--- src/rtl/riscv_pkg.sv ---
// Types and constants shared by the RV32I pipeline stages.
package riscv_pkg;

    localparam logic [31:0] NOP_INST = 32'h0000_0013;

    // Field order makes {inst, pc} line up with the 64-bit fetch/decode register.
    typedef struct packed {
        logic [31:0] inst;
        logic [31:0] pc;
    } fetch_pkt_t;

    typedef enum logic [1:0] {
        ST_IDLE = 2'd0,
        ST_REQ  = 2'd1,
        ST_WAIT = 2'd2
    } fetch_state_t;

endpackage

--- src/rtl/fetch_fifo.sv ---
// Small synchronous FIFO that holds fetched {inst, pc} packets until decode takes them.
module fetch_fifo
    import riscv_pkg::*;
#(
    parameter  int DEPTH = 2,
    localparam int AW    = $clog2(DEPTH),
    localparam int CW    = AW + 1
) (
    input  logic          clk,
    input  logic          rstn,
    input  logic          push,
    input  fetch_pkt_t    push_data,
    input  logic          pop,
    output fetch_pkt_t    pop_data,
    input  logic          flush,
    output logic [CW-1:0] count
);

    fetch_pkt_t    mem [DEPTH];
    logic [AW-1:0] wr_ptr;
    logic [AW-1:0] rd_ptr;

    always_ff @(posedge clk or negedge rstn) begin
        if (!rstn) begin
            wr_ptr <= '0;
            rd_ptr <= '0;
            count  <= '0;
        end else if (flush) begin
            wr_ptr <= '0;
            rd_ptr <= '0;
            count  <= '0;
        end else begin
            if (push) wr_ptr <= wr_ptr + 1'b1;
            if (pop)  rd_ptr <= rd_ptr + 1'b1;
            count <= count + CW'(push) - CW'(pop);
        end
    end

    // Payload storage needs no reset; count gates every read.
    always_ff @(posedge clk) begin
        if (push && !flush) mem[wr_ptr] <= push_data;
    end

    assign pop_data = mem[rd_ptr];

endmodule

--- src/rtl/fetch.sv ---
// Instruction-fetch stage: owns the PC, keeps at most one imem request in flight and
// buffers returned words for decode. Redirects flush everything and drop stale responses.
//
//   state   | meaning
//   ST_IDLE | no request; waiting for buffer room
//   ST_REQ  | imem_req high, imem_addr held until granted
//   ST_WAIT | granted, waiting for imem_rvalid
module fetch
    import riscv_pkg::*;
#(
    parameter logic [31:0] RESET_PC   = 32'h0000_0000,
    parameter int          FIFO_DEPTH = 2
) (
    input  logic        clk,
    input  logic        rstn,
    output logic        imem_req,
    output logic [31:0] imem_addr,
    input  logic        imem_gnt,
    input  logic        imem_rvalid,
    input  logic [31:0] imem_rdata,
    input  logic        redirect_en,
    input  logic [31:0] redirect_pc,
    input  logic        stall,
    output logic [63:0] fetch_dec_reg,
    output logic        fetch_valid
);

    localparam int CW = $clog2(FIFO_DEPTH) + 1;

    fetch_state_t   state_q, state_d;
    logic [31:0]    pc_q, pc_d;
    logic [31:0]    addr_q, addr_d;
    logic           drop_q, drop_d;
    logic           req_q, req_d;
    fetch_pkt_t     out_q, out_d;
    logic           valid_q, valid_d;

    logic           push, pop;
    fetch_pkt_t     push_pkt, pop_pkt;
    logic [CW-1:0]  count, next_count;
    logic [31:0]    redir_pc;
    logic           rsp_here, gnt_here, room;

    assign redir_pc   = redirect_pc & 32'hFFFF_FFFC;
    assign rsp_here   = (state_q == ST_WAIT) && imem_rvalid;
    assign gnt_here   = (state_q == ST_REQ) && imem_gnt;
    assign push       = rsp_here && !drop_q && !redirect_en;
    assign pop        = !redirect_en && !stall && (count != '0);
    assign push_pkt   = '{inst: imem_rdata, pc: addr_q};
    assign next_count = redirect_en ? '0 : count + CW'(push) - CW'(pop);
    assign room       = next_count < CW'(FIFO_DEPTH);

    fetch_fifo #(.DEPTH(FIFO_DEPTH)) u_fifo (
        .clk       (clk),
        .rstn      (rstn),
        .push      (push),
        .push_data (push_pkt),
        .pop       (pop),
        .pop_data  (pop_pkt),
        .flush     (redirect_en),
        .count     (count)
    );

    always_comb begin
        state_d = state_q;
        pc_d    = pc_q;
        addr_d  = addr_q;
        drop_d  = drop_q;

        // A granted request that was already dropped must not advance the redirected PC.
        if (redirect_en)               pc_d = redir_pc;
        else if (gnt_here && !drop_q)  pc_d = addr_q + 32'd4;

        unique case (state_q)
            ST_IDLE: begin
                if (room) begin
                    state_d = ST_REQ;
                    addr_d  = pc_d;
                end
            end
            ST_REQ: begin
                if (imem_gnt)    state_d = ST_WAIT;
                if (redirect_en) drop_d  = 1'b1;
            end
            ST_WAIT: begin
                if (imem_rvalid) begin
                    drop_d = 1'b0;
                    if (room) begin
                        state_d = ST_REQ;
                        addr_d  = pc_d;
                    end else begin
                        state_d = ST_IDLE;
                    end
                end else if (redirect_en) begin
                    drop_d = 1'b1;
                end
            end
            default: state_d = ST_IDLE;
        endcase

        req_d = (state_d == ST_REQ);

        out_d   = out_q;
        valid_d = valid_q;
        if (redirect_en) begin
            out_d   = '{inst: NOP_INST, pc: redir_pc};
            valid_d = 1'b0;
        end else if (!stall) begin
            if (count != '0) begin
                out_d   = pop_pkt;
                valid_d = 1'b1;
            end else begin
                out_d   = '{inst: NOP_INST, pc: out_q.pc};
                valid_d = 1'b0;
            end
        end
    end

    always_ff @(posedge clk or negedge rstn) begin
        if (!rstn) begin
            state_q <= ST_IDLE;
            pc_q    <= RESET_PC;
            addr_q  <= RESET_PC;
            drop_q  <= 1'b0;
            req_q   <= 1'b0;
            out_q   <= '{inst: NOP_INST, pc: RESET_PC};
            valid_q <= 1'b0;
        end else begin
            state_q <= state_d;
            pc_q    <= pc_d;
            addr_q  <= addr_d;
            drop_q  <= drop_d;
            req_q   <= req_d;
            out_q   <= out_d;
            valid_q <= valid_d;
        end
    end

    assign imem_req      = req_q;
    assign imem_addr     = addr_q;
    assign fetch_dec_reg = out_q;
    assign fetch_valid   = valid_q;

endmodule
--- config.mk ---
export PLATFORM = sky130hd
export DESIGN_NAME = fetch
export DESIGN_NICKNAME = d
export VERILOG_FILES = /design/src/rtl/riscv_pkg.sv /design/src/rtl/fetch_fifo.sv /design/src/rtl/fetch.sv
export SDC_FILE = /design/constraint.sdc
export NUM_CORES = 1
export LEC_CHECK = 0
export ABC_AREA = 1
export CORE_MARGIN = 5
export CORE_UTILIZATION = 58
export CTS_CLUSTER_SIZE = 28
export DETAILED_ROUTE_END_ITERATION = 16
export PLACE_DENSITY = 0.95
export SYNTH_ARGS = -nofsm -noshare
export SYNTH_HDL_FRONTEND = slang
export SYNTH_SLANG_ARGS = --single-unit
--- constraint.sdc ---
create_clock -name clk -period 10.1 [get_ports clk]
set_input_delay 1.01 -clock clk [delete_from_list [all_inputs] [get_ports clk]]
set_output_delay 1.01 -clock clk [all_outputs]
set_load 0.02 [all_outputs]
# --- After elaboration in Yosys (flattened, before gate mapping) ---
# Memories as Yosys holds them, arrays and structs flattened.
# Cells that the tools add are included.
op_classes:
  addsub: 5
  mul: 0
  n_div: 0
  magnitude_cmp: 1
  n_eq_ne: 5
  shifts: 0
  n_mux: 26
  bitwise_logic: 0
  reduce_logical: 20
op_table:
  columns: ["operator", "count"]
  rows:
  - ["two-way mux 64 bit", 3]
  - ["two-way mux 32 bit", 4]
  - ["one-hot mux 32 bit (2 select lines)", 1]
  - ["adder 32 x 3 -> 32 bit, second input constant", 1]
  - ["two-way mux 1 bit", 12]
  - ["nonzero test 2 bit", 6]
  - ["logical AND 1 bit", 8]
  - ["two-way mux 2 bit", 4]
  - ["one-hot mux 2 bit (3 select lines)", 1]
  - ["equality test 2 x 1 -> 1 bit, second input constant", 2]
  - ["!= test 2 bit, second input constant", 2]
  - ["AND reduction 2 bit", 2]
  - ["zero test 1 bit", 3]
  - ["adder 1 bit, second input constant", 2]
  - ["adder 2 x 1 -> 2 bit", 1]
  - ["equality test 2 bit, second input constant", 1]
  - ["zero test 2 bit", 1]
  - ["less-than comparator 2 bit, second input constant", 1]
  - ["one-hot mux 1 bit (2 select lines)", 1]
  - ["subtractor 2 x 1 -> 2 bit", 1]
word_totals:
  regBits: 137
  latchBits: 0
  ramBits: 128
  mem_bits_ro: 0
  input_bits: 70
  output_inout_bits: 98
  wordCells: 69
  n_memories: 1
mem_list:
  columns: ["memory", "words", "word_bits", "read_ports", "rd_clocked_by_memory_dff", "wr", "line", "text"]
  rows:
  - ["u_fifo.mem", 2, 64, 1, 0, 1, "fetch_fifo.sv:19", "fetch_pkt_t mem [DEPTH];"]

# --- Longest topological paths before layout ---
# Gate-level depths: netlist of run 1.
depth:
  word_depth: 12
  depth_mapped: 16
  ltp_nobuf: 14

# --- Modules after synthesis ---
# Synthesis of run 1 repeated with hierarchy kept, for this count alone.
unflattened:
  cells_unflattened: 1032
  hier_area_um2: 11509.8
by_module_without_submodules:
  columns: ["module", "instances", "cells_each", "area_each_um2", "seq_area_each_um2"]
  rows:
  - ["fetch", 1, 806, 6523.8, 3331.9]
  - ["fetch_fifo", 1, 226, 4986.0, 3943.8]

# --- Worst setup path after synthesis of run 1 ---
# OpenSTA, ideal clock, no wires.
synth_path:
  kind: "input port to flip-flop"
  startpoint: "in redirect_en"
  endpoint: "mem u_fifo.mem[0][0] (netlist name), enable pin"
  setup_time_ps: 487
  arrival_time_ps: 4241
  required_time_ps: 9613
  path_slack_ps: 5373
  stages: 5
  path_buffers: 2
  path_cell_list: "buf_2 > clkbuf_1 > nor2_1 > inv_1 > nor2_1"
synth_via:
  elab_chain_cells: 5
synth_lines:
  columns: ["element", "line", "text"]
  rows:
  - ["start, declared", "fetch.sv:21", "input logic redirect_en,"]
  - ["zero test 1 bit (*)", "fetch_fifo.sv:41, fetch.sv:47", null]
  - ["logical AND 1 bit", "fetch.sv:47", "assign push = rsp_here && !drop_q && !redirect_en;"]
  - ["logical AND 1 bit (*)", "fetch_fifo.sv:41", "if (push && !flush) mem[wr_ptr] <= push_data;"]
  - ["two-way mux 1 bit (*)", "fetch_fifo.sv:41", null]
  - ["two-way mux 1 bit (implied by the code) (*)", "fetch_fifo.sv:41", null]
  - ["end, declared", "fetch_fifo.sv:19", null]
# Mark *: on every way between the ends. The rest lies on a longest branch, timed or not.

# --- Worst setup path in the final report of run 1 ---
layout_path:
  startpoint: "in redirect_en"
  endpoint: "reg addr_q[5], in the netlist imem_addr[5]"
layout_via:
  elab_chain_cells: 9
  word_cells_on_any_way: 12
  cone_classes: "2 x add/sub; 1 x order compare; 5 x mux; 4 x reduce/logical"
layout_lines:
  columns: ["element", "line", "text"]
  rows:
  - ["zero test 1 bit", "fetch.sv:47, fetch.sv:48", null]
  - ["logical AND 1 bit (on tied branches)", "fetch.sv:47, fetch.sv:48", null]
  - ["adder 2 x 1 -> 2 bit or logical AND 1 bit (tied branches)", "fetch.sv:50, fetch.sv:48", null]
  - ["subtractor 2 x 1 -> 2 bit", "fetch.sv:50", "assign next_count = redirect_en ? '0 : count + CW'(push) - CW'(pop);"]
  - ["two-way mux 2 bit", "fetch.sv:50", null]
  - ["less-than comparator 2 bit", "fetch.sv:51", "assign room = next_count < CW'(FIFO_DEPTH);"]
  - ["two-way mux 32 bit (*)", "fetch.sv:76, fetch.sv:88", null]
  - ["two-way mux 32 bit", "fetch.sv:86", "if (imem_rvalid) begin"]
  - ["one-hot mux 32 bit (2 select lines) (*)", "fetch.sv:74", "unique case (state_q)"]
  - ["end signal, assigned", "fetch.sv:131", "addr_q <= addr_d;"]
  - ["end, declared", "fetch.sv:32", "logic [31:0] addr_q, addr_d;"]
# Mark *: on every way between the ends. The rest lies on a longest branch, timed or not. The select of a mux whose other input is x is not followed.
# A chain may end at the register's enable or synchronous reset.

==> metrics.md, run 1 <==
| Metric | Value |
|---|---|
| Final Setup Violations | `0` |
| Largest voltage drop on the vdd net | `0.170 mV` |
| Maximum number of pins on one net before global-route repair | `79` |
| Category of the worst setup path capture point | `register` |
| Mean instance size in the synthesized netlist | `11.0 um2` |
| Critical path required time | `10.46 ns` |
| Data arrival at the endpoint of the critical path | `4.34 ns` |
| Starting density of the core | `0.591` |
| Mapped Nets | `1,082` |
| Number of synthesized register bits | `265` |
| Top-level I/O count | `168` |
| Total length of routed met3 wires | `2050 um` |
| Worst Clk Skew | `0.0101 ns` |
| Launch point of the critical path | `redirect_en` |
| Post-DRT Antenna Nets | `0` |
| TritonCTS clock tree | `done` |
| Largest register FFs | `128` |
| Area of the placeable core | `18,700 um2` |
| Clock sinks | `265` |
| Via count of the first global-routing pass | `8,168` |
| Via count | `8,020` |
| Total global-route track usage | `0.242` |
| Routed length per placed instance | `18.9 um` |
| Multiplexer area fraction after synthesis | `0.0553` |
| DR WL met2 | `13,400 um` |
| # port buffers | `165` |
| Floorplan die area | `21,900 um2` |
| Post-synthesis xor/xnor area fraction | `0.00317` |
| Power Dens Cells | `222 nW/um2` |
| Global placer's final weighted congestion | `0.878` |
| F_max | `251 MHz` |
| Post-synthesis share of cell area spent on and, or, nand and nor gates | `0.171` |
| Max Used Layer | `met4` |
| Total negative slack for setup checks | `0 ns` |
| Nature of the critical path startpoint | `primary input` |
| RSZ-0062 raised after global routing | `no` |
| Unique cell type count in the Yosys netlist | `34` |
| Via density per instance | `5.66` |
| Reg-to-Reg Start | `state_q[0]` |
| Post-synthesis cell count | `1,005` |
| Fin Hold WS | `0.445 ns` |
| Number of warnings issued by yosys | `0` |
| Final slew viol count | `0` |
| Clock insertion delay at the later pin of the skew report | `0.53 ns` |
| Fraction of the mapped netlist area in adder cells | `0.00793` |
| Most common cell after layout, fill and taps aside | `nand2_1` |
| Setup Buffers After CTS | `0` |
| Site Rows | `50` |
| Number of search-and-repair iterations in the first detailed-routing pass | `5` |
| Complex-gate fraction of the synthesized area | `0.0644` |
| Leading cell types in the layout, fill and taps excluded | `nand2_1 (248), clkdlybuf4s50_1 (163), dfrtp_1 (133)` |
| Die Wd | `148 um` |
| Routed length on met1 | `10,700 um` |
| Number of antenna violations at the first check in global routing | `0` |
| Fill cells | `1,218` |
| Peak fanout along the critical path | `61` |
| Root buffer cell | `clkbuf_16` |
| Share of the core filled with cells in the final layout | `0.731` |
| Deepest clock path buffer count | `3` |
| DRC violation count after routing | `0` |
| Share of final-layout standard cells stronger than drive strength 1 | `0.0735` |
| Result of the run | `finished clean` |
| Die Ht | `148 um` |
| CTS Buf Count | `27` |
| Hold/Removal Path Class | `in -> async` |
| Slew at the pin with the worst max-slew slack | `1.19 ns` |
| Dominant combinational cell family by area after synthesis | `simple AND/OR/NAND/NOR gates` |
| Layout overhead on the synthesized area | `23.7%` |
| Total of max-cap violations | `0` |
| N_diodes | `0` |
| Leakage | `0.00533 uW` |
| Post-synthesis instance area | `11,000 um2` |
| Worst rel slew slack | `0.204` |
| Hold-fix buffers at CTS | `0` |
| Critical setup path kind | `in -> reg` |
| Level count of the clock H-tree | `1` |
| Sequential fraction of the synthesis area | `0.659` |
| Count of routing violations after the opening detailed-route iteration | `594` |
| Hold violation count in the final report | `0` |
| Clock input transition at the sequential cells of the worst setup and hold paths | `0.06 ns` |
| Post_cts resized | `0` |
| Final nets | `1,240` |
| First-pass GRT wire length | `42,400 um` |
| Gr ovfl total | `0` |
| Estimated wirelength of the detail-placed design | `16,900 um` |
| Min Tclk post-route | `3.98 ns` |
| Final worst path period share | `0.394` |
| Routed WL | `26,800 um` |
## layer usage
layer / GRT usage / up-vias
li1: - / 3721
met1: 0.317 / 3915
met2: 0.416 / 337
met3: 0.0451 / 47
met4: 0.0702 / 0
met5: 0 / -
## cell usage after synthesis (all sizes together)
cell type,n,area share
buf,27,0.015
a21o,1,0.00068
nand2,259,0.091
inv,56,0.019
edfxtp,128,0.35
clkbuf,17,0.0058
nand4,1,0.00057
o21bai,1,0.00068
o211ai,31,0.021
dfstp,3,0.0071
o22ai,2,0.0011
o21ai,70,0.033
a31oi,9,0.0051
ha,7,0.0079
a21oi,6,0.0027
nor3,1,0.00045
nor2,114,0.045
and2,1,0.00057
mux2i,61,0.055
xnor2,4,0.0032
dfrtp,134,0.30
nand3,72,0.033
## cell type report
cell class | count | area, um2 | share of cell area
clock buffers | 40 | 756 | 0.0553
well taps | 234 | 293 | 0.0214
flip-flops and latches | 265 | 7280 | 0.533
multi-input cells | 640 | 3360 | 0.246
clock inverters | 10 | 58.8 | 0.00430
inverters | 56 | 210 | 0.0154
repair buffers | 173 | 1710 | 0.125
## cell families after synthesis
kind of cell    count (synthesis)
compound gates                120
buf+inv                       100
fa+ha+maj                       7
mux                            61
flops                         265
simple gates                  448
xor+xnor                        4
## per-stage QoR
| stage | setup slack (ns) | power, uW | area [um2] | cells |
|---|---|---|---|---|
| floorplan | 5.37 | 1820 | 11000 | 1005 |
| global placement | 5.72 | 2080 | 12800 | 1368 |
| detailed placement | 5.58 | 2120 | 12800 | 1368 |
| CTS | 6.13 | 3050 | 13700 | 1418 |
| global route | 5.88 | 3180 | 13700 | 1418 |
| finish | 6.12 | 3040 | 13700 | 1418 |
## final timing paths
kind | end | slack [ns] | depth (start not counted)
setup / recovery | imem_addr[5] | 6.12 | 15
hold reg to reg | fetch_dec_reg[53] | 0.49 | 2
setup reg to reg | u_fifo.mem[0][29] | 7.04 | 9
min in group clk | fetch_dec_reg[53] | 0.49 | 2
hold / removal | fetch_dec_reg[50] | 0.45 | 1
max in group asynchronous | fetch_dec_reg[29] | 8.20 | 2
## where the power goes
group	total, uW	switching [uW]	internal (uW)
Sequential	1430	155	1270
Combinational	688	418	271
Clock	922	403	519
## critical path: stages
cell	delay [ns]
buf_2	0.08
buf_4	0.55
inv_2	0.04
buf_4	0.31
o21ai_2	0.18
nor2_4	0.07
ha_1	0.28
inv_1	0.04
ha_1	0.20
inv_1	0.05
nand2_1	0.04
nand3_1	0.14
nand2_2	0.30
inv_2	0.73
o21ai_0	0.23
No activity file was read; power rests on OpenSTA's default activity.
==> run 2: changes to the inputs <==
--- a/config.mk
+++ b/config.mk
@@ -7,10 +7,10 @@
 export LEC_CHECK = 0
 export ABC_AREA = 1
 export CORE_MARGIN = 5
-export CORE_UTILIZATION = 58
+export CORE_UTILIZATION = 54
 export CTS_CLUSTER_SIZE = 28
 export DETAILED_ROUTE_END_ITERATION = 16
-export PLACE_DENSITY = 0.95
+export PLACE_DENSITY = 0.91
 export SYNTH_ARGS = -nofsm -noshare
 export SYNTH_HDL_FRONTEND = slang
 export SYNTH_SLANG_ARGS = --single-unit
==> constraint.sdc (replaced) <==
create_clock -name clk -period 3.84 [get_ports clk]
set_input_delay 0.384 -clock clk [delete_from_list [all_inputs] [get_ports clk]]
set_output_delay 0.384 -clock clk [all_outputs]
set_load 0.02 [all_outputs]
==> run 2 against run 1 <==
  * The flow now finishes with violations (negative hold slack)
  * Clock power rose to 2.7 times the previous value
  * Cell area up 0.96%
  * Wire length is 0.91% higher
  * Via count grew 0.80%
  * Non-clock buffer count is 5 higher
  * First-iteration DRC count rose by 5.7%
  * Clock skew increased by 0.0072 ns
  * Register-to-register slack worse by 6.2 ns
  * Sequential power grew to 2.6 times the previous value
  * Sequential share of layout area fell by 0.51 points
  * Largest power group unchanged
==> metrics.md, run 2 (synthesis gave the netlist of run 1 again) <==
| Metric | Value |
|---|---|
| Failing checks | `negative hold slack` |
| Final slew viol count | `0 (unchanged)` |
| Die Wd | `153 um (was 148 um)` |
| Total negative slack for setup checks | `0 ns (unchanged)` |
| Area occupied by registers | `7280 um2 (unchanged)` |
| Part of the power in registers | `0.466 (was 0.470)` |
| Final nets | `1,245 (was 1,240)` |
| Category of the worst setup path capture point | `register (unchanged)` |
| R2R Setup Slk | `0.81 ns (was 7.04 ns)` |
| Result of the run | `finished, violations left (was finished clean)` |
| Fin Hold WS | `-0.0254 ns (was 0.445 ns)` |
| Power Total | `8050 uW (was 3040 uW)` |
| Maximum number of pins on one net before global-route repair | `109 (was 79)` |
| Root buffer cell | `clkbuf_16 (unchanged)` |
| Die Ht | `153 um (was 148 um)` |
| RSZ-0062 raised after global routing | `no (unchanged)` |
| Gr ovfl total | `0 (unchanged)` |
| F_max | `330 MHz` |
| DRC violation count after routing | `0 (unchanged)` |
| Number of search-and-repair iterations in the first detailed-routing pass | `5 (unchanged)` |
| Via count of the first global-routing pass | `8,382 (was 8,168)` |
| Routed length per placed instance | `18.6 um (was 18.9 um)` |
| Launch point of the critical path | `state_q[0] (was redirect_en)` |
| Fill cells | `1,385 (was 1,218)` |
| Share of total power in the clock network | `0.310 (was 0.304)` |
| Number of antenna violations at the first check in global routing | `0 (unchanged)` |
| Clock input transition at the sequential cells of the worst setup and hold paths | `0.06 ns (about the same)` |
| Worst Setup EP | `imem_addr[10] (was imem_addr[5])` |
| Leading cell types in the layout, fill and taps excluded | `nand2_1 (248), clkdlybuf4s50_1 (163), dfrtp_1 (133) (unchanged)` |
| Final worst path period share | `0.788` |
| Share of the core filled with cells in the final layout | `0.684 (was 0.731)` |
| Data arrival at the endpoint of the critical path | `3.45 ns (was 4.34 ns)` |
| Reg-to-Reg Start | `state_q[0] (unchanged)` |
| Final Setup Violations | `0 (unchanged)` |
| Peak fanout along the critical path | `48 (was 61)` |
| CTS Buf Count | `27 (unchanged)` |
| Estimated wirelength of the detail-placed design | `17,900 um (was 16,900 um)` |
| Leakage | `0.00537 uW (was 0.00533 uW)` |
| Routed WL | `27,100 um (was 26,800 um)` |
| Global placer's final weighted congestion | `0.906 (was 0.878)` |
| Site Rows | `52 (was 50)` |
| First-pass GRT wire length | `43,400 um (was 42,400 um)` |
| Reg2Reg Depth | `13 (was 9)` |
| Via count | `8,084 (was 8,020)` |
| Layout overhead on the synthesized area | `24.9% (was 23.7%)` |
| Count of routing violations after the opening detailed-route iteration | `628 (was 594)` |
| Post-DRT Antenna Nets | `0 (unchanged)` |
| Switching fraction of total power | `0.318 (was 0.321)` |
| Deepest clock path buffer count | `3 (unchanged)` |
| Area used by multi-input combinational logic | `3360 um2 (unchanged)` |
| Area of the placeable core | `20,200 um2 (was 18,700 um2)` |
| # port buffers | `165 (unchanged)` |
| Worst Clk Skew | `0.0173 ns (was 0.0101 ns)` |
| P_int | `5490 uW (was 2060 uW)` |
| Min Tclk post-route | `3.03 ns` |
| Most common cell after layout, fill and taps aside | `nand2_1 (unchanged)` |
| Largest voltage drop on the vdd net | `0.397 mV (was 0.170 mV)` |
| Setup Buffers After CTS | `0 (unchanged)` |
| TritonCTS clock tree | `done (unchanged)` |
| Worst rel slew slack | `0.328 (was 0.204)` |
| Critical setup path kind | `reg -> reg (was in -> reg)` |
| Post_cts resized | `0 (unchanged)` |
| Power Dens Cells | `583 nW/um2 (was 222 nW/um2)` |
| Top-level I/O count | `168 (unchanged)` |
| Nature of the critical path startpoint | `register (was primary input)` |
| Slew at the pin with the worst max-slew slack | `1.01 ns (was 1.19 ns)` |
| Worst reg2reg endpoint | `imem_addr[10] (was u_fifo.mem[0][29])` |
| Share of final-layout standard cells stronger than drive strength 1 | `0.0800 (was 0.0735)` |
| Combinational power share | `0.224 (was 0.227)` |
| Largest register FFs | `128 (unchanged)` |
| Clock sinks | `265 (unchanged)` |
| Net switching power | `2560 uW (was 976 uW)` |
| Hold/Removal Path Class | `in -> async (unchanged)` |
| Clock insertion delay at the later pin of the skew report | `0.53 ns (about the same)` |
| Level count of the clock H-tree | `1 (unchanged)` |
| Critical path required time | `4.26 ns (was 10.46 ns)` |
| Total of max-cap violations | `0 (unchanged)` |
| Floorplan die area | `23,400 um2 (was 21,900 um2)` |
| Hold violation count in the final report | `6 (was 0)` |
| Via density per instance | `5.54 (was 5.66)` |
| Hold-fix buffers at CTS | `0 (unchanged)` |
| Starting density of the core | `0.548 (was 0.591)` |
| Total global-route track usage | `0.227 (was 0.242)` |
## run 2: cell count changes in the layout (fill, tap and decap cells not counted), sizes merged
cell	before	now
inv	58	57
buf	10	15
diode	0	1
clkinv	6	9
bufinv	0	1
clkbuf	40	36
## run 2: area by class of cell
cell class / instances / area share
flip-flops and latches: 265 / 0.528
multi-input cells: 640 / 0.244
repair buffers: 178 / 0.127
clock buffers: 36 / 0.0543
well taps: 270 / 0.0245
inverters: 56 / 0.0152
clock inverters: 13 / 0.00716
diodes: 1 / 0.000181
## run 2: routing by layer
metal	track usage	vias to the layer above	wire [um]
met5	0	-	0
met4	0.0641	0	627
met3	0.0359	53	1990
met2	0.384	338	13100
met1	0.309	3954	11300
li1	-	3739	-
## run 2: metrics by stage
step	setup WS (ns)	cell area, um2	cells
global placement	0.819	12900	1409
floorplan	0.686	11100	1005
global route	0.542	13800	1458
CTS	0.836	13800	1458
finish	0.813	13800	1459
detailed placement	0.703	12900	1409
## run 2: worst min-delay path by stage
stage / from / to / slack [ns]
after global placement: fetch_dec_reg[52] / fetch_dec_reg[52] / 0.46
after CTS: rstn / fetch_dec_reg[47] / 0.05
final: rstn / fetch_dec_reg[47] / -0.03
after detailed placement: fetch_dec_reg[48] / fetch_dec_reg[48] / 0.48
after floorplan: rstn / drop_q / 0.09
after global routing: rstn / fetch_dec_reg[41] / 0.08
## run 2: power by group through the flow
stage	sequential [uW]	clock [uW]	combinational [uW]
finish	3750	2490	1800
global route	3800	2650	1990
CTS	3740	2530	1820
detailed placement	3790	0	1800
global placement	3770	0	1720
floorplan	3900	0	887
## run 2: critical path, stage by stage, from the launching register on
cell and delay [ns]:
dfrtp_1 0.42, inv_1 0.12, ha_1 0.20, nand2_1 0.08, nor2_1 0.12, inv_1 0.10
nor2_1 0.16, ha_1 0.21, nand2_1 0.06, nand3_1 0.12, nand2_2 0.30, inv_2 0.73
nor2_1 0.09, a31oi_1 0.21
==> run 3: changes to the inputs <==
--- a/config.mk
+++ b/config.mk
@@ -7,10 +7,10 @@
 export LEC_CHECK = 0
 export ABC_AREA = 1
 export CORE_MARGIN = 5
-export CORE_UTILIZATION = 54
+export CORE_UTILIZATION = 49
 export CTS_CLUSTER_SIZE = 28
 export DETAILED_ROUTE_END_ITERATION = 16
-export PLACE_DENSITY = 0.91
+export PLACE_DENSITY = 0.87
 export SYNTH_ARGS = -nofsm -noshare
 export SYNTH_HDL_FRONTEND = slang
 export SYNTH_SLANG_ARGS = --single-unit
==> constraint.sdc (replaced) <==
create_clock -name clk -period 2.7 [get_ports clk]
set_input_delay 0.27 -clock clk [delete_from_list [all_inputs] [get_ports clk]]
set_output_delay 0.27 -clock clk [all_outputs]
set_load 0.02 [all_outputs]
==> run 3 against run 2 <==
  * The flow now finishes without violations
  * Clock-buffer cell count down 1
  * Setup slack lost 0.43 ns
  * Wire length shrank 1.6%
  * Via count decreased by 0.59%
  * Final cell count increased by 1.4%
  * Sequential share of layout area decreased by 0.63 points
  * Non-clock buffer count is 6 higher
  * Largest power group unchanged
  * Clock power up 48%
  * Sequential cell count is the same
  * Hold slack gained 0.15 ns
  * Largest cell class unchanged
==> metrics.md, run 3 (synthesis gave the netlist of run 1 again) <==
| Metric | Value |
|---|---|
| Via count | `8,036 (was 8,084)` |
| DRC violation count after routing | `0 (unchanged)` |
| Total negative slack for setup checks | `0 ns (unchanged)` |
| Die Wd | `160 um (was 153 um)` |
| Number of search-and-repair iterations in the first detailed-routing pass | `6 (was 5)` |
| Floorplan die area | `25,600 um2 (was 23,400 um2)` |
| Instance area after placement | `13,100 um2 (was 12,900 um2)` |
| Area occupied by registers | `7280 um2 (unchanged)` |
| Final nets | `1,251 (was 1,245)` |
| Estimated wirelength of the detail-placed design | `17,500 um (was 17,900 um)` |
| R2R Setup Slk | `0.38 ns (was 0.81 ns)` |
| Clock sinks | `265 (unchanged)` |
| Switching fraction of total power | `0.315 (was 0.318)` |
| Post-layout instance count excluding filler cells | `1,480 (was 1,459)` |
| Post-DRT Antenna Nets | `0 (unchanged)` |
| N_diodes | `0 (was 1)` |
| Instance count after placement with tap cells included | `1,429 (was 1,409)` |
| Part of the power in registers | `0.457 (was 0.466)` |
| # port buffers | `165 (unchanged)` |
| Count of routing violations after the opening detailed-route iteration | `609 (was 628)` |
| Maximum number of pins on one net before global-route repair | `97 (was 109)` |
| Setup Buffers After CTS | `0 (unchanged)` |
| Share of total power in the clock network | `0.316 (was 0.310)` |
| Slew at the pin with the worst max-slew slack | `0.725 ns (was 1.01 ns)` |
| Combinational power share | `0.228 (was 0.224)` |
| Hold/Removal Path Class | `in -> reg (was in -> async)` |
| Via count of the first global-routing pass | `8,080 (was 8,382)` |
| Critical setup path kind | `reg -> reg (unchanged)` |
| Final worst path period share | `0.859 (was 0.788)` |
| Global placer's final weighted congestion | `0.867 (was 0.906)` |
| Site Rows | `55 (was 52)` |
| Data arrival at the endpoint of the critical path | `2.76 ns (was 3.45 ns)` |
| Routed length per placed instance | `18.0 um (was 18.6 um)` |
| Critical path required time | `3.14 ns (was 4.26 ns)` |
| Power Dens Cells | `835 nW/um2 (was 583 nW/um2)` |
| Result of the run | `finished clean (was finished, violations left)` |
| Routed WL | `26,600 um (was 27,100 um)` |
| Largest register FFs | `128 (unchanged)` |
| Most common cell after layout, fill and taps aside | `nand2_1 (unchanged)` |
| Total of max-cap violations | `0 (unchanged)` |
| Gr ovfl total | `0 (unchanged)` |
| Final slew viol count | `0 (unchanged)` |
| Clock input transition at the sequential cells of the worst setup and hold paths | `0.06 ns (about the same)` |
| Area of the placeable core | `22,400 um2 (was 20,200 um2)` |
| Fill cells | `1,731 (was 1,385)` |
| Final Setup Violations | `0 (unchanged)` |
| P_int | `7990 uW (was 5490 uW)` |
| Post_cts resized | `0 (unchanged)` |
| Reg-to-Reg Start | `state_q[0] (unchanged)` |
| Starting density of the core | `0.492 (was 0.548)` |
| Number of antenna violations at the first check in global routing | `1 (was 0)` |
| Net switching power | `3670 uW (was 2560 uW)` |
| Leading cell types in the layout, fill and taps excluded | `nand2_1 (248), clkdlybuf4s50_1 (163), dfrtp_1 (133) (unchanged)` |
| Share of final-layout standard cells stronger than drive strength 1 | `0.0854 (was 0.0800)` |
| Layout overhead on the synthesized area | `26.4% (was 24.9%)` |
| F_max | `431 MHz (was 330 MHz)` |
| Hold-fix buffers at CTS | `1 (was 0)` |
| Hold EP | `fetch_dec_reg[36]` |
| Top-level I/O count | `168 (unchanged)` |
| Deepest clock path buffer count | `3 (unchanged)` |
| Share of the core filled with cells in the final layout | `0.622 (was 0.684)` |
| Reg2Reg Depth | `14 (was 13)` |
| TritonCTS clock tree | `done (unchanged)` |
| Hold wc startpoint | `redirect_en` |
| Nature of the critical path startpoint | `register (unchanged)` |
| Min Tclk post-route | `2.32 ns (was 3.03 ns)` |
| Worst Clk Skew | `0.0124 ns (was 0.0173 ns)` |
| Clock insertion delay at the later pin of the skew report | `0.53 ns (about the same)` |
| Total global-route track usage | `0.206 (was 0.227)` |
| Cell area after layout | `14,000 um2 (was 13,800 um2)` |
| Via density per instance | `5.43 (was 5.54)` |
| Root buffer cell | `clkbuf_16 (unchanged)` |
| Category of the worst setup path capture point | `register (unchanged)` |
| Number of cells on the worst hold path | `5` |
| Area used by multi-input combinational logic | `3360 um2 (unchanged)` |
| RSZ-0062 raised after global routing | `no (unchanged)` |
| Worst rel slew slack | `0.517 (was 0.328)` |
| Level count of the clock H-tree | `1 (unchanged)` |
| Worst reg2reg endpoint | `imem_addr[4] (was imem_addr[10])` |
| Leakage | `0.00544 uW (was 0.00537 uW)` |
| CTS Buf Count | `27 (unchanged)` |
| Largest voltage drop on the vdd net | `0.573 mV (was 0.397 mV)` |
| Die Ht | `160 um (was 153 um)` |
| Hold violation count in the final report | `0 (was 6)` |
| Peak fanout along the critical path | `38 (was 48)` |
| First-pass GRT wire length | `43,000 um (was 43,400 um)` |
==> run 3: critical path, cell delays in order (launching register included) <==
cell	delay, ns
dfrtp_1	0.40
inv_1	0.11
ha_1	0.20
nand2_1	0.08
nor2_1	0.12
inv_1	0.10
nor2_1	0.13
ha_1	0.18
nand2_1	0.05
nand3_1	0.12
nand2_2	0.08
inv_2	0.18
buf_12	0.23
nor2_1	0.06
a31oi_1	0.16
==> run 3: layout make-up <==
class	instances	share of cell area
Multi-Input combinational cell	640	0.241
Clock inverter	15	0.00950
Timing Repair Buffer	184	0.134
Tap cell	285	0.0255
Sequential cell	265	0.521
Inverter	56	0.0151
Clock buffer	35	0.0541
==> run 3: per-stage QoR <==
stage          hold slack [ns]  setup slack, ns  total power, uW
6_report                 0.128            0.382            11700
5_1_grt                  0.144            0.164            12200
4_1_cts                  0.103            0.402            11700
3_5_place_dp             0.314            0.257             8040
3_3_place_gp             0.309            0.336             7900
2_1_floorplan          -0.0256            0.232             6810
==> run 3: worst max path at each step <==
stage | startpoint | endpoint | slack (ns) | cells after the start
2_1_floorplan | state_q[0] | u_fifo.mem[0][0] | 0.23 | 8
3_5_place_dp | stall | imem_addr[4] | 0.26 | 13
5_1_grt | state_q[0] | imem_addr[4] | 0.16 | 14
6_report | state_q[0] | imem_addr[4] | 0.38 | 14
3_3_place_gp | stall | imem_addr[4] | 0.34 | 13
4_1_cts | state_q[0] | imem_addr[4] | 0.40 | 14
==> run 3: per-layer routing <==
metal,vias to the layer above,GRT usage,wire [um]
met5,-,0,12
met4,2,0.0583,665
met3,51,0.0364,1790
met2,332,0.348,12800
met1,3897,0.276,11300
li1,3754,-,-
==> run 3: power groups by stage <==
stage	registers [uW]	clock network (uW)	logic [uW]
after global routing	5400	3930	2910
after floorplan	5550	0	1260
final	5330	3680	2660
after CTS	5320	3750	2670
after detailed placement	5390	0	2650
after global placement	5360	0	2540
